==> src/rtl/frame_reception_if.sv <==
// PHY-side byte stream and receive-path results of the Ethernet MAC receiver.
// master = PHY / upstream side, slave = frame_reception.
interface frame_reception_if;
    logic [7:0]  rx_data;
    logic        rx_dv;
    logic        rx_er;
    logic [47:0] dest_addr;
    logic [47:0] src_addr;
    logic [15:0] eth_type;
    logic        hdr_valid;
    logic [7:0]  pl_data;
    logic        pl_valid;
    logic        frame_done;
    logic        frame_ok;
    logic        crc_err;
    logic        len_err;
    logic        addr_match;

    modport master (
        output rx_data, rx_dv, rx_er,
        input  dest_addr, src_addr, eth_type, hdr_valid,
        input  pl_data, pl_valid,
        input  frame_done, frame_ok, crc_err, len_err, addr_match
    );

    modport slave (
        input  rx_data, rx_dv, rx_er,
        output dest_addr, src_addr, eth_type, hdr_valid,
        output pl_data, pl_valid,
        output frame_done, frame_ok, crc_err, len_err, addr_match
    );
endinterface

==> src/rtl/frame_reception.sv <==
// Byte-wide Ethernet MAC receive path: preamble/SFD hunt, header capture,
// destination filter, FCS-stripped payload streaming and CRC-32 status.
module frame_reception #(
    parameter logic [47:0] MAC_ADDR  = 48'hAABB_CCDD_EEFF,
    parameter bit          PROMISC   = 1'b0,
    parameter int unsigned PRE_MIN   = 7,
    parameter int unsigned MAX_FRAME = 1518
) (
    input logic              clk,
    input logic              rst_n,
    frame_reception_if.slave bus
);

    typedef enum logic [2:0] {
        IDLE,
        PREAMBLE,
        HEADER,
        PAYLOAD,
        WAIT_END
    } state_t;

    localparam logic [3:0]  PRE_MIN_L = 4'(PRE_MIN);
    localparam logic [10:0] MAX_L     = 11'(MAX_FRAME);
    localparam logic [31:0] RESIDUE   = 32'hDEBB_20E3;

    state_t      state, state_next;
    logic [3:0]  pre_cnt;
    logic [10:0] byte_cnt;
    logic [31:0] crc;
    logic [7:0]  dly [4];
    logic [47:0] dest_sh;
    logic [47:0] src_sh;
    logic [7:0]  type_hi;
    logic        addr_hit;
    logic        er_seen;

    logic [47:0] dest_addr;
    logic [47:0] src_addr;
    logic [15:0] eth_type;
    logic        hdr_valid;
    logic [7:0]  pl_data;
    logic        pl_valid;
    logic        frame_done;
    logic        frame_ok;
    logic        crc_err;
    logic        len_err;
    logic        addr_match;

    logic        sfd_hit;
    logic        end_hit;
    logic        post_sfd;
    logic        emit;
    logic        hdr_load;
    logic        addr_eval;
    logic        len_bad;
    logic [47:0] dest_full;

    function automatic logic [31:0] crc_byte(input logic [31:0] c, input logic [7:0] d);
        logic [31:0] r;
        r = c ^ {24'd0, d};
        for (int unsigned k = 0; k < 8; k++) begin
            r = r[0] ? ((r >> 1) ^ 32'hEDB8_8320) : (r >> 1);
        end
        return r;
    endfunction

    always_ff @(posedge clk or negedge rst_n) begin
        if (!rst_n) state <= IDLE;
        else        state <= state_next;
    end

    always_comb begin
        state_next = state;
        sfd_hit    = 1'b0;
        end_hit    = 1'b0;
        post_sfd   = 1'b0;
        case (state)
            IDLE: begin
                if (bus.rx_dv) state_next = (bus.rx_data == 8'h55) ? PREAMBLE : WAIT_END;
            end
            PREAMBLE: begin
                if (!bus.rx_dv) begin
                    state_next = IDLE;
                end else if (bus.rx_data == 8'h55) begin
                    state_next = PREAMBLE;
                end else if (bus.rx_data == 8'hD5 && pre_cnt >= PRE_MIN_L) begin
                    state_next = HEADER;
                    sfd_hit    = 1'b1;
                end else begin
                    state_next = WAIT_END;
                end
            end
            HEADER: begin
                if (!bus.rx_dv) begin
                    end_hit    = 1'b1;
                    state_next = IDLE;
                end else begin
                    post_sfd = 1'b1;
                    if (byte_cnt == 11'd13) state_next = PAYLOAD;
                end
            end
            PAYLOAD: begin
                if (!bus.rx_dv) begin
                    end_hit    = 1'b1;
                    state_next = IDLE;
                end else begin
                    post_sfd = 1'b1;
                end
            end
            WAIT_END: begin
                if (!bus.rx_dv) state_next = IDLE;
            end
            default: state_next = IDLE;
        endcase
    end

    // byte_cnt holds the index of the arriving byte; byte j releases byte j-4
    // from the delay line, which keeps the trailing FCS bytes from ever leaving.
    assign emit      = post_sfd && (state == PAYLOAD) && addr_hit &&
                       (byte_cnt >= 11'd18) && (byte_cnt < MAX_L);
    assign hdr_load  = post_sfd && (state == HEADER) && (byte_cnt == 11'd13);
    assign addr_eval = post_sfd && (state == HEADER) && (byte_cnt == 11'd5);
    assign dest_full = {dest_sh[39:0], bus.rx_data};
    assign len_bad   = (byte_cnt < 11'd64) || (byte_cnt > MAX_L);

    always_ff @(posedge clk or negedge rst_n) begin
        if (!rst_n) begin
            pre_cnt    <= '0;
            byte_cnt   <= '0;
            crc        <= '1;
            for (int unsigned i = 0; i < 4; i++) dly[i] <= '0;
            dest_sh    <= '0;
            src_sh     <= '0;
            type_hi    <= '0;
            addr_hit   <= 1'b0;
            er_seen    <= 1'b0;
            dest_addr  <= '0;
            src_addr   <= '0;
            eth_type   <= '0;
            hdr_valid  <= 1'b0;
            pl_data    <= '0;
            pl_valid   <= 1'b0;
            frame_done <= 1'b0;
            frame_ok   <= 1'b0;
            crc_err    <= 1'b0;
            len_err    <= 1'b0;
            addr_match <= 1'b0;
        end else begin
            hdr_valid  <= 1'b0;
            pl_valid   <= 1'b0;
            frame_done <= 1'b0;

            if (state == IDLE && bus.rx_dv && bus.rx_data == 8'h55) begin
                pre_cnt <= 4'd1;
            end else if (state == PREAMBLE && bus.rx_dv && bus.rx_data == 8'h55 &&
                         pre_cnt != 4'hF) begin
                pre_cnt <= pre_cnt + 4'd1;
            end

            if (sfd_hit) begin
                byte_cnt <= '0;
                crc      <= '1;
                er_seen  <= 1'b0;
                addr_hit <= 1'b0;
            end

            if (post_sfd) begin
                if (byte_cnt != 11'h7FF) byte_cnt <= byte_cnt + 11'd1;
                crc    <= crc_byte(crc, bus.rx_data);
                dly[0] <= bus.rx_data;
                dly[1] <= dly[0];
                dly[2] <= dly[1];
                dly[3] <= dly[2];
                if (bus.rx_er) er_seen <= 1'b1;

                if (byte_cnt < 11'd6)       dest_sh <= dest_full;
                else if (byte_cnt < 11'd12) src_sh  <= {src_sh[39:0], bus.rx_data};
                else if (byte_cnt == 11'd12) type_hi <= bus.rx_data;

                if (addr_eval) begin
                    addr_hit <= PROMISC || (dest_full == MAC_ADDR) || (dest_full == '1);
                end

                if (hdr_load) begin
                    dest_addr <= dest_sh;
                    src_addr  <= src_sh;
                    eth_type  <= {type_hi, bus.rx_data};
                    hdr_valid <= 1'b1;
                end

                if (emit) begin
                    pl_data  <= dly[3];
                    pl_valid <= 1'b1;
                end
            end

            if (end_hit) begin
                frame_done <= 1'b1;
                crc_err    <= (crc != RESIDUE);
                len_err    <= len_bad;
                addr_match <= addr_hit;
                frame_ok   <= (crc == RESIDUE) && !len_bad && addr_hit && !er_seen;
            end
        end
    end

    assign bus.dest_addr  = dest_addr;
    assign bus.src_addr   = src_addr;
    assign bus.eth_type   = eth_type;
    assign bus.hdr_valid  = hdr_valid;
    assign bus.pl_data    = pl_data;
    assign bus.pl_valid   = pl_valid;
    assign bus.frame_done = frame_done;
    assign bus.frame_ok   = frame_ok;
    assign bus.crc_err    = crc_err;
    assign bus.len_err    = len_err;
    assign bus.addr_match = addr_match;

endmodule

==> src/flat_wrapper.sv <==
// flat-port wrapper written by rule: the top's interface ports become plain ports
module frame_reception_flat 
#(
    parameter logic [47:0] MAC_ADDR  = 48'hAABB_CCDD_EEFF,
    parameter bit          PROMISC   = 1'b0,
    parameter int unsigned PRE_MIN   = 7,
    parameter int unsigned MAX_FRAME = 1518
)
  (clk, rst_n, bus_rx_data, bus_rx_dv, bus_rx_er, bus_dest_addr, bus_src_addr, bus_eth_type, bus_hdr_valid, bus_pl_data, bus_pl_valid, bus_frame_done, bus_frame_ok, bus_crc_err, bus_len_err, bus_addr_match);
  frame_reception_if bus_i ();
  input logic clk;
  input logic rst_n;
  input wire logic [$bits(bus_i.rx_data)-1:0] bus_rx_data;
  input wire logic [$bits(bus_i.rx_dv)-1:0] bus_rx_dv;
  input wire logic [$bits(bus_i.rx_er)-1:0] bus_rx_er;
  output wire logic [$bits(bus_i.dest_addr)-1:0] bus_dest_addr;
  output wire logic [$bits(bus_i.src_addr)-1:0] bus_src_addr;
  output wire logic [$bits(bus_i.eth_type)-1:0] bus_eth_type;
  output wire logic [$bits(bus_i.hdr_valid)-1:0] bus_hdr_valid;
  output wire logic [$bits(bus_i.pl_data)-1:0] bus_pl_data;
  output wire logic [$bits(bus_i.pl_valid)-1:0] bus_pl_valid;
  output wire logic [$bits(bus_i.frame_done)-1:0] bus_frame_done;
  output wire logic [$bits(bus_i.frame_ok)-1:0] bus_frame_ok;
  output wire logic [$bits(bus_i.crc_err)-1:0] bus_crc_err;
  output wire logic [$bits(bus_i.len_err)-1:0] bus_len_err;
  output wire logic [$bits(bus_i.addr_match)-1:0] bus_addr_match;
  assign bus_i.rx_data = bus_rx_data;
  assign bus_i.rx_dv = bus_rx_dv;
  assign bus_i.rx_er = bus_rx_er;
  assign bus_dest_addr = bus_i.dest_addr;
  assign bus_src_addr = bus_i.src_addr;
  assign bus_eth_type = bus_i.eth_type;
  assign bus_hdr_valid = bus_i.hdr_valid;
  assign bus_pl_data = bus_i.pl_data;
  assign bus_pl_valid = bus_i.pl_valid;
  assign bus_frame_done = bus_i.frame_done;
  assign bus_frame_ok = bus_i.frame_ok;
  assign bus_crc_err = bus_i.crc_err;
  assign bus_len_err = bus_i.len_err;
  assign bus_addr_match = bus_i.addr_match;
  frame_reception #(.MAC_ADDR(MAC_ADDR), .PROMISC(PROMISC), .PRE_MIN(PRE_MIN), .MAX_FRAME(MAX_FRAME)) u_core (.clk(clk), .rst_n(rst_n), .bus(bus_i));
endmodule
==> config.mk <==
export PLATFORM = sky130hd
export DESIGN_NAME = frame_reception_flat
export DESIGN_NICKNAME = d
export VERILOG_FILES = /design/src/rtl/frame_reception_if.sv /design/src/rtl/frame_reception.sv /design/src/flat_wrapper.sv
export SDC_FILE = /design/constraint.sdc
export NUM_CORES = 1
export LEC_CHECK = 0
export CAP_MARGIN = 5
export CORE_ASPECT_RATIO = 0.6
export CORE_MARGIN = 1.5
export CORE_UTILIZATION = 61
export CTS_BUF_LIST = sky130_fd_sc_hd__clkbuf_4 sky130_fd_sc_hd__clkbuf_8 sky130_fd_sc_hd__clkbuf_16
export CTS_CLUSTER_DIAMETER = 120
export CTS_CLUSTER_SIZE = 28
export DETAILED_ROUTE_END_ITERATION = 6
export PLACE_DENSITY = 0.9
export SYNTH_ARGS = -nofsm -noshare
export SYNTH_HDL_FRONTEND = slang
export SYNTH_SLANG_ARGS = --single-unit
==> constraint.sdc <==
create_clock -name clk -period 4.4 [get_ports clk]
set_input_delay 0.88 -clock clk [delete_from_list [all_inputs] [get_ports clk]]
set_output_delay 0.88 -clock clk [all_outputs]
set_load 0.1 [all_outputs]
[Word-level counts from Yosys, hierarchy flattened]
Cells that the tools add are included.
Operators by class
  $add $sub $neg: 2
  $mul: 0
  div/mod/pow operators: 0
  $lt $le $gt $ge: 7
  equal/unequal tests: 18
  shifts and indexed selects: 0
  muxes and demuxes: 43
  bitwise gates (word level): 11
  reduce and logical (&&, ||, !) cells: 31
Operators with widths (count)
  2-to-1 mux 32 bit: 10
  NOT 13 -> 14 bit: 8
  equality test 48 bit (second input constant): 2
  2-to-1 mux 11 bit: 3
  equality test 32 bit (second input constant): 1
  inequality test 32 bit (second input constant): 1
  XOR 32 x 8 -> 32 bit: 1
  2-to-1 mux 3 bit: 8
  equality test 11 x 4 -> 1 bit (second input constant): 2
  2-to-1 mux 1 bit: 19
  logical AND 1 bit: 16
  one-hot mux 3 bit (4 select lines): 1
  adder 11 x 1 -> 11 bit (second input constant): 1
  equality test 11 x 3 -> 1 bit (second input constant): 1
  greater-or-equal comparator 11 x 5 -> 1 bit (second input constant): 1
  greater-than comparator 11 bit (second input constant): 1
  < comparator 11 bit (second input constant): 1
  < comparator 11 x 3 -> 1 bit (second input constant): 1
  < comparator 11 x 4 -> 1 bit (second input constant): 1
  < comparator 11 x 7 -> 1 bit (second input constant): 1
  inequality test 11 bit (second input constant): 1
  equality test 8 x 7 -> 1 bit (second input constant): 1
  equality test 8 bit (second input constant): 1
  2-to-1 mux 4 bit: 2
  17 further kinds: 27
Storage, ports and cells
  register bits: 315
  latch bits: 0
  memory bits (writable): 0
  bits in read-only memories: 0
  bits of input ports: 12
  output and inout port bits: 127
  logic and storage cells: 136
  memories: 0

[Logic depth before layout (Yosys ltp)]
Gate-level depths: netlist of run 1.
  depth after elaboration: 18
  depth in mapped cells: 9
  depth with buffers taken out: 6

[Worst setup path before layout of run 1]
No wires, ideal clock.
  path type: input to register
  start: input port bus_rx_data[3]
  end: register u_core.crc[11]
  library setup time: 75 ps
  data arrival time: 2583 ps
  slack: 1742 ps
  cell stages on the path: 7
  path through: clkbuf_1 or4_1 or3_1 buf_2 nand2_2 buf_4 a2bb2oi_1
On the way
  word-level cells in the longest chain between the ends: 10
Ends and longest elaborated chain
  from (decl): line flat_wrapper.sv:13  | input wire logic [$bits(bus_i.rx_data)-1:0] bus_rx_data;
  XOR 32 x 8 -> 32 bit: line frame_reception.sv:60  | r = c ^ {24'd0, d};
  2-to-1 mux 32 bit (8 in a row): line frame_reception.sv:62  | r = r[0] ? ((r >> 1) ^ 32'hEDB8_8320) : (r >> 1);
  2-to-1 mux 32 bit: line frame_reception.sv:167  | if (post_sfd) begin
  to (signal assigned): line frame_reception.sv:169  | crc <= crc_byte(crc, bus.rx_data);
  to (decl): line frame_reception.sv:29  | logic [31:0] crc;
Several ways; a longest one is shown, not always the timed one.
A chain may end at the register's enable or synchronous reset.

[Worst setup path after layout of run 1]
  start: input port bus_rx_data[0]
  end: register u_core.crc[2]
On the way
  word-level cells in the longest chain between the ends: 12
Ends and longest elaborated chain (line)
  XOR 32 x 8 -> 32 bit: frame_reception.sv:60
  2-to-1 mux 32 bit: frame_reception.sv:62
  NOT 13 -> 14 bit (no line)
  2-to-1 mux 32 bit (3 in a row): frame_reception.sv:62
  NOT 13 -> 14 bit (no line)
  2-to-1 mux 32 bit (4 in a row): frame_reception.sv:62
  2-to-1 mux 32 bit: frame_reception.sv:167
Several ways; a longest one is shown, not always the timed one.

==> impl_summary.log, run 1 <==
[metrics] number of global-route vias before repair: between 8,000 and 9,000
[metrics] Slew @ Worst Pin: 1.18 ns
[metrics] Chip Height: between 100 and 150 um
[metrics] final clock skew: roughly 0.020 ns
[metrics] Post-Syn Area per Cell: around 14 um2
[metrics] netlist area before placement: 0.0131 mm2
[metrics] share of Yosys cell area claimed by the top area cell type: 0.541
[metrics] data required time at the worst endpoint: 4.83 ns
[metrics] path class of the lowest-slack min-delay path: in2async
[metrics] worst skew pair latency: 0.51 ns
[metrics] DRT antenna net count: 0
[metrics] fraction of the yosys area taken by sequential cells: 0.605
[metrics] # fillers: 1,358
[metrics] pin count of the biggest net entering global routing: 124
[metrics] number of synthesized register bits: 315
[metrics] CTS clk-pin slew, worst paths: around 0.11 ns
[metrics] row count: just over 40
[metrics] ratio of cells with drive above 1 in the final layout: 0.292
[metrics] Ant. Diodes: 0
[metrics] Die X-Extent: 192 um
[metrics] Max-cap violations: 0
[metrics] number of top-level pins: 139
[metrics] setup TNS: 0 ns
[metrics] average vias per placed instance: ~5.8
[metrics] final count of hold timing violations: 0
[metrics] post-synthesis net count: roughly 970
[metrics] maximum cell stage delay along the critical path: 0.59 ns
[metrics] Cell Pwr Density: a little over 300 mW/mm2
[metrics] number of violations reported at the end of detailed-routing iteration 0: approximately 690
[metrics] share of the cycle needed by the critical path after routing: 0.737
[metrics] critical-path maximum fanout: 33
[metrics] count of flip-flops with a built-in enable after synthesis: 0
[metrics] worst reg2reg setup slack: roughly 1.8 ns
[metrics] clk root buf: clkbuf_16
[metrics] Static Leakage: about 7.3 nW
[metrics] first-pass GRT wire length: roughly 45,000 um
[metrics] largest cells by area after synthesis: dfrtp_1 54%, mux2_2 19%, dfstp_2 6.4%
[metrics] area enclosed by the die boundary: between 0.02 and 0.025 mm2
[metrics] fraction of registers with async set/reset: 1.00
[metrics] most used standard cell by instance count after synthesis: dfrtp_1
[metrics] leading cell types by count after synthesis: 283 x dfrtp_1, 225 x mux2_2, 117 x nand2_1, 42 x xnor2_1, 32 x dfstp_2
[metrics] sum of net half-perimeters after detailed placement: roughly 19,000 um
[metrics] remaining routing DRC violations: 0
[metrics] series of cell instances along the critical path: clkdlybuf4s50_1, buf_4, nand4_1, or4_1, or3_1, nand2_2, a2bb2oi_1
[metrics] GRT Resource Usage Total: 0.259
[metrics] signed area change from the synthesized netlist to the final layout: 16.3%
[metrics] Synth Warn #: 0
[metrics] relative slew slack: 0.213
[metrics] number of post-CTS setup repair buffers: 0
[metrics] worst-case clock buffer depth: 3
[metrics] total number of vias: 7,915
[metrics] run status: finished, final reports clean
[metrics] power consumption: 0.00470 W
[metrics] Finish-stage setup viols: 0
[metrics] critical path's slowest cell: nand2_2
[metrics] initial antenna violation count: 0
[metrics] kind of capture point of the worst setup path: flip-flop
[metrics] number of H-tree levels: 1
[metrics] Placeable Area: ~0.021 mm2
[metrics] DR WL/cell: between 20 and 25 um
[metrics] placer's final routability congestion estimate: between 0.8 and 0.9
[metrics] Cells after Synth: about 950
[metrics] setup repair after global routing missed its margin: false
[metrics] drt first pass iters: 5
[metrics] number of gates resized after CTS: 0
[metrics] startpoint kind of the worst setup timing path: input port
[metrics] critical path start-end classification: in2reg
[metrics] global-route congestion overflow total: 0
[metrics] number of I/O port buffers: about 140
[metrics] effective utilization at floorplan: 0.623
[metrics] TritonCTS clock tree: built
[metrics] net total in the final layout: 1,095
[metrics] CTS buffer count: 15
[metrics] library cell with the largest summed area after synthesis: dfrtp_1
[metrics] peak supply drop: roughly 430 uV
[metrics] number of distinct library cells after synthesis: between 50 and 60
[metrics] maximum clock frequency: between 0.3 and 0.4 GHz
[metrics] total length of routed wires: between 20,000 and 30,000 um
[metrics] clk sinks: 315
[metrics] hold buffer count at cts: 0
[metrics] Worst EP arrival: about 3.7 ns
[metrics] max-slew violation total from the final report: 0
[metrics] Period minus WS final: between 3 and 4 ns
[metrics] Primary FF master, synth: dfrtp_1
metal layers:
metal,track usage,vias up,routed length [um]
met5,0,-,0
met4,0.0444,0,437
met3,0.0838,33,2660
met2,0.383,251,12200
met1,0.384,4053,12400
li1,-,3578,-
per-stage QoR:
| step | setup WS, ns | hold WS, ns | std cells | util | cell area [um2] |
|---|---|---|---|---|---|
| finish | 1.16 | 0.463 | 1361 | 0.724 | 15200 |
| global route | 1.05 | 0.501 | 1361 | 0.724 | 15200 |
| CTS | 1.21 | 0.479 | 1361 | 0.724 | 15200 |
| detailed placement | 0.712 | 0.452 | 1341 | 0.703 | 14800 |
| global placement | 0.832 | 0.449 | 1341 | 0.703 | 14800 |
| floorplan | 1.74 | 0.439 | 951 | - | 13100 |
power breakdown:
group          internal, W  leakage (nW)  switching [W]
Combinational    0.0000922          2.77       0.000151
Sequential         0.00290          4.27     0.00000264
Clock             0.000666         0.215       0.000893
worst paths after layout:
kind,startpoint,end,depth (start not counted)
min in group clk,u_core.dly[8],u_core.dly[0],2
max in group asynchronous,rst_n,u_core.src_sh[41],2
hold reg to reg,u_core.dly[8],u_core.dly[0],2
hold / removal,rst_n,u_core.src_sh[47],1
setup reg to reg,u_core.byte_cnt[6],u_core.bus.src_addr[25],7
setup / recovery,bus_rx_data[0],u_core.crc[2],7
layout make-up:
| cell class | instances | area, um2 | share of cell area |
|---|---|---|---|
| Tap cell | 279 | 349 | 0.0229 |
| Multi-Input combinational cell | 580 | 4920 | 0.323 |
| Sequential cell | 315 | 7920 | 0.520 |
| Clock buffer | 18 | 398 | 0.0261 |
| Clock inverter | 2 | 38.8 | 0.00255 |
| Inverter | 8 | 30.0 | 0.00197 |
| Timing Repair Buffer | 159 | 1570 | 0.103 |
kinds of logic after synthesis:
family | Yosys count | share of synthesized area
simple gates | 200 | 0.0728
buf+inv | 56 | 0.0205
flops | 315 | 0.605
mux | 228 | 0.196
xor+xnor | 71 | 0.0594
fa+ha+maj | 4 | 0.00382
compound gates | 77 | 0.0431
layout by cell type (no fill, tap or decap), drive strengths merged, types with 4 or more instances in the layout:
| cell | netlist | final |
|---|---|---|
| a31oi | 4 | 4 |
| xnor2 | 47 | 47 |
| nor2b | 6 | 6 |
| dfrtp | 283 | 283 |
| o22a | 10 | 10 |
| xor2 | 20 | 20 |
| xnor3 | 4 | 4 |
| inv | 8 | 9 |
| clkbuf | 23 | 18 |
| nor4 | 7 | 7 |
| o31ai | 4 | 4 |
| a2bb2oi | 22 | 22 |
| nand3 | 14 | 14 |
| mux2 | 225 | 225 |
| nand4 | 15 | 15 |
| o21ai | 19 | 19 |
| nand2 | 118 | 118 |
| clkdlybuf4s50 | 0 | 137 |
| ha | 4 | 4 |
| buf | 25 | 22 |
| nor2 | 12 | 12 |
| dfstp | 32 | 32 |
| a21oi | 7 | 7 |
| nand4b | 4 | 4 |
flip-flops by register name (all words and copies together), names as in the netlist, 3 cells and up:
signal	flops
u_core.bus.dest_addr	48
u_core.bus.src_addr	48
u_core.dest_sh	48
u_core.src_sh	48
u_core.crc	32
u_core.dly	32
u_core.bus.eth_type	16
u_core.byte_cnt	11
u_core.bus.pl_data	8
u_core.type_hi	8
u_core.pre_cnt	4
u_core.state	3
critical path, delay by kind of cell:
kind / cells / cell delay, ns
simple gates: 4 / 1.84
compound gates: 1 / 0.24
buf+inv: 2 / 0.72
Power figures use the tool's default switching activity.
==> run 2, diff against run 1 <==
--- a/config.mk
+++ b/config.mk
@@ -8,12 +8,12 @@
 export CAP_MARGIN = 5
 export CORE_ASPECT_RATIO = 0.6
 export CORE_MARGIN = 1.5
-export CORE_UTILIZATION = 61
+export CORE_UTILIZATION = 57
 export CTS_BUF_LIST = sky130_fd_sc_hd__clkbuf_4 sky130_fd_sc_hd__clkbuf_8 sky130_fd_sc_hd__clkbuf_16
 export CTS_CLUSTER_DIAMETER = 120
 export CTS_CLUSTER_SIZE = 28
 export DETAILED_ROUTE_END_ITERATION = 6
-export PLACE_DENSITY = 0.9
+export PLACE_DENSITY = 0.85
 export SYNTH_ARGS = -nofsm -noshare
 export SYNTH_HDL_FRONTEND = slang
 export SYNTH_SLANG_ARGS = --single-unit
==> constraint.sdc (replaced) <==
create_clock -name clk -period 3.12 [get_ports clk]
set_input_delay 0.624 -clock clk [delete_from_list [all_inputs] [get_ports clk]]
set_output_delay 0.624 -clock clk [all_outputs]
set_load 0.1 [all_outputs]
==> run 2 against run 1 <==
- total power increased by 44%
- cell count grew 4.6%
- clock skew is 0.0074 ns higher
- worst setup slack got worse by 0.55 ns
- via count grew 2.0%
- core utilization decreased by 3.8 points
- first-iteration DRC count decreased by 12%
- global-route usage fell by 0.96 points
==> impl_summary.log, run 2 (synthesis results as in run 1) <==
[metrics] peak supply drop: just over 400 uV
[metrics] GRT Max-Usage Layer: met1
[metrics] clk root buf: clkbuf_16
[metrics] area enclosed by the die boundary: approximately 0.024 mm2
[metrics] M2 GR Usage: 0.355
[metrics] Slew @ Worst Pin: roughly 0.78 ns
[metrics] ratio of cells with drive above 1 in the final layout: 0.426
[metrics] hold buffer count at cts: 0
[metrics] Hold Slack: around 0.12 ns
[metrics] relative slew slack: 0.478
[metrics] Max-cap violations: 0
[metrics] Chip Height: 120 um
[metrics] met1 global-route usage: 0.387
[metrics] most frequent standard cell in the layout excluding fill and tap cells: dfrtp_1
[metrics] worst reg2reg path startpoint: u_core.byte_cnt[7]
[metrics] Static Leakage: around 7.7 nW
[metrics] DRT antenna net count: 0
[metrics] number of H-tree levels: 1
[metrics] average vias per placed instance: roughly 5.7
[metrics] DR WL/cell: 20.1 um
[metrics] path class of the lowest-slack min-delay path: in2async
[metrics] drt first pass iters: 5
[metrics] signed area change from the synthesized netlist to the final layout: 16.7%
[metrics] commonest cells after routing, fill and taps aside: 283 x dfrtp_1, 225 x mux2_2, 164 x buf_4
[metrics] maximum clock frequency: around 0.4 GHz
[metrics] number of I/O port buffers: 138
[metrics] kind of capture point of the worst setup path: flip-flop
[metrics] share of the cycle needed by the critical path after routing: 0.804
[metrics] data required time at the worst endpoint: 3.55 ns
[metrics] TritonCTS clock tree: built
[metrics] worst-case clock buffer depth: 3
[metrics] GRT Resource Usage Total: 0.250
[metrics] number of gates resized after CTS: 0
[metrics] Die X-Extent: about 200 um
[metrics] first-pass GRT wire length: approximately 46,000 um
[metrics] total length of routed wires: approximately 29,000 um
[metrics] CTS clk-pin slew, worst paths: 0.11 ns
[metrics] net total in the final layout: between 1,000 and 1,500
[metrics] CTS buffer count: 15
[metrics] worst skew pair latency: ~0.5 ns
[metrics] GR met3 Demand/Resource: 0.0656
[metrics] Final Non-Filler Cells: 1,423
[metrics] Period minus WS final: roughly 2.5 ns
[metrics] final count of hold timing violations: 0
[metrics] remaining routing DRC violations: 0
[metrics] startpoint kind of the worst setup timing path: input port
[metrics] Finish-stage setup viols: 0
[metrics] Place WS: roughly 0.12 ns
[metrics] row count: 42
[metrics] final clock skew: 0.0270 ns
[metrics] critical-path maximum fanout: 19
[metrics] total number of vias: around 8,100
[metrics] effective utilization at floorplan: 0.588
[metrics] critical path start-end classification: in2reg
[metrics] Cell Pwr Density: 443 mW/mm2
[metrics] cell count after placement: ~1,400
[metrics] global-route congestion overflow total: 0
[metrics] crit path setup slack, layout: roughly 0.61 ns
[metrics] number of post-CTS setup repair buffers: 0
[metrics] max-slew violation total from the final report: 0
[metrics] number of violations reported at the end of detailed-routing iteration 0: between 600 and 700
[metrics] number of global-route vias before repair: around 8,100
[metrics] run status: finished, final reports clean
[metrics] number of top-level pins: approximately 140
[metrics] setup TNS: 0 ns
[metrics] placer's final routability congestion estimate: between 0.8 and 0.9
[metrics] start point of the critical path: bus_rx_data[4]
[metrics] setup repair after global routing missed its margin: false
[metrics] power consumption: slightly below 0.007 W
[metrics] sum of net half-perimeters after detailed placement: 19,800 um
[metrics] Worst EP arrival: a little under 3 ns
[metrics] initial antenna violation count: 1
[metrics] Placeable Area: ~0.022 mm2
[metrics] pin count of the biggest net entering global routing: 95
[metrics] clk sinks: ~320
-- run 2: cell count changes in the layout (fill, tap and decap cells not counted), sizes merged --
cell / previous run / this run
diode: 0 / 1
clkdlybuf4s50: 137 / 10
clkbuf: 18 / 24
buf: 22 / 175
-- run 2: final timing paths --
path	cells past startpoint	slack, ns	end
max in group asynchronous	2	2.10	u_core.bus.src_addr[41]
min in group clk	2	0.48	u_core.dly[14]
hold / removal	1	0.12	u_core.bus.crc_err
hold reg to reg	2	0.48	u_core.dly[14]
setup reg to reg	8	0.81	u_core.bus.src_addr[42]
setup / recovery	7	0.61	u_core.crc[3]
-- run 2: through the flow --
| step | instance area, um2 | utilization |
|---|---|---|
| 2_1_floorplan | 13100 | - |
| 3_3_place_gp | 14800 | 0.665 |
| 3_5_place_dp | 14800 | 0.665 |
| 4_1_cts | 15300 | 0.686 |
| 5_1_grt | 15300 | 0.686 |
| 6_report | 15300 | 0.686 |
-- run 2: final cells by class --
| class | instances | area [um2] |
|---|---|---|
| Antenna cell | 1 | 2.50 |
| Clock buffer | 24 | 443 |
| Tap cell | 308 | 385 |
| Timing Repair Buffer | 185 | 1550 |
| Multi-Input combinational cell | 580 | 4920 |
| Inverter | 8 | 30.0 |
| Sequential cell | 315 | 7920 |
| Clock inverter | 2 | 38.8 |
| Fill cell | 1589 | 6990 |
-- run 2: routing by layer --
layer  wire, um  part of all wire  up-vias
met3       2430             0.085       35
met4        532             0.019        0
met5          0                 0        -
li1           -                 -     3639
met1      13600              0.47     4156
met2      12100              0.42      247
-- run 2: power by group --
part           internal [W]  switching [W]
Combinational      0.000155       0.000222
Clock               0.00102        0.00129
Sequential          0.00409     0.00000381
Total               0.00526        0.00151
-- run 2: worst max-delay path, stage by stage --
cell	delay [ns]
clkdlybuf4s50_1	0.59
nand4_1	0.19
or4_1	0.54
or3_1	0.42
nand2_2	0.10
buf_4	0.25
a2bb2oi_1	0.22
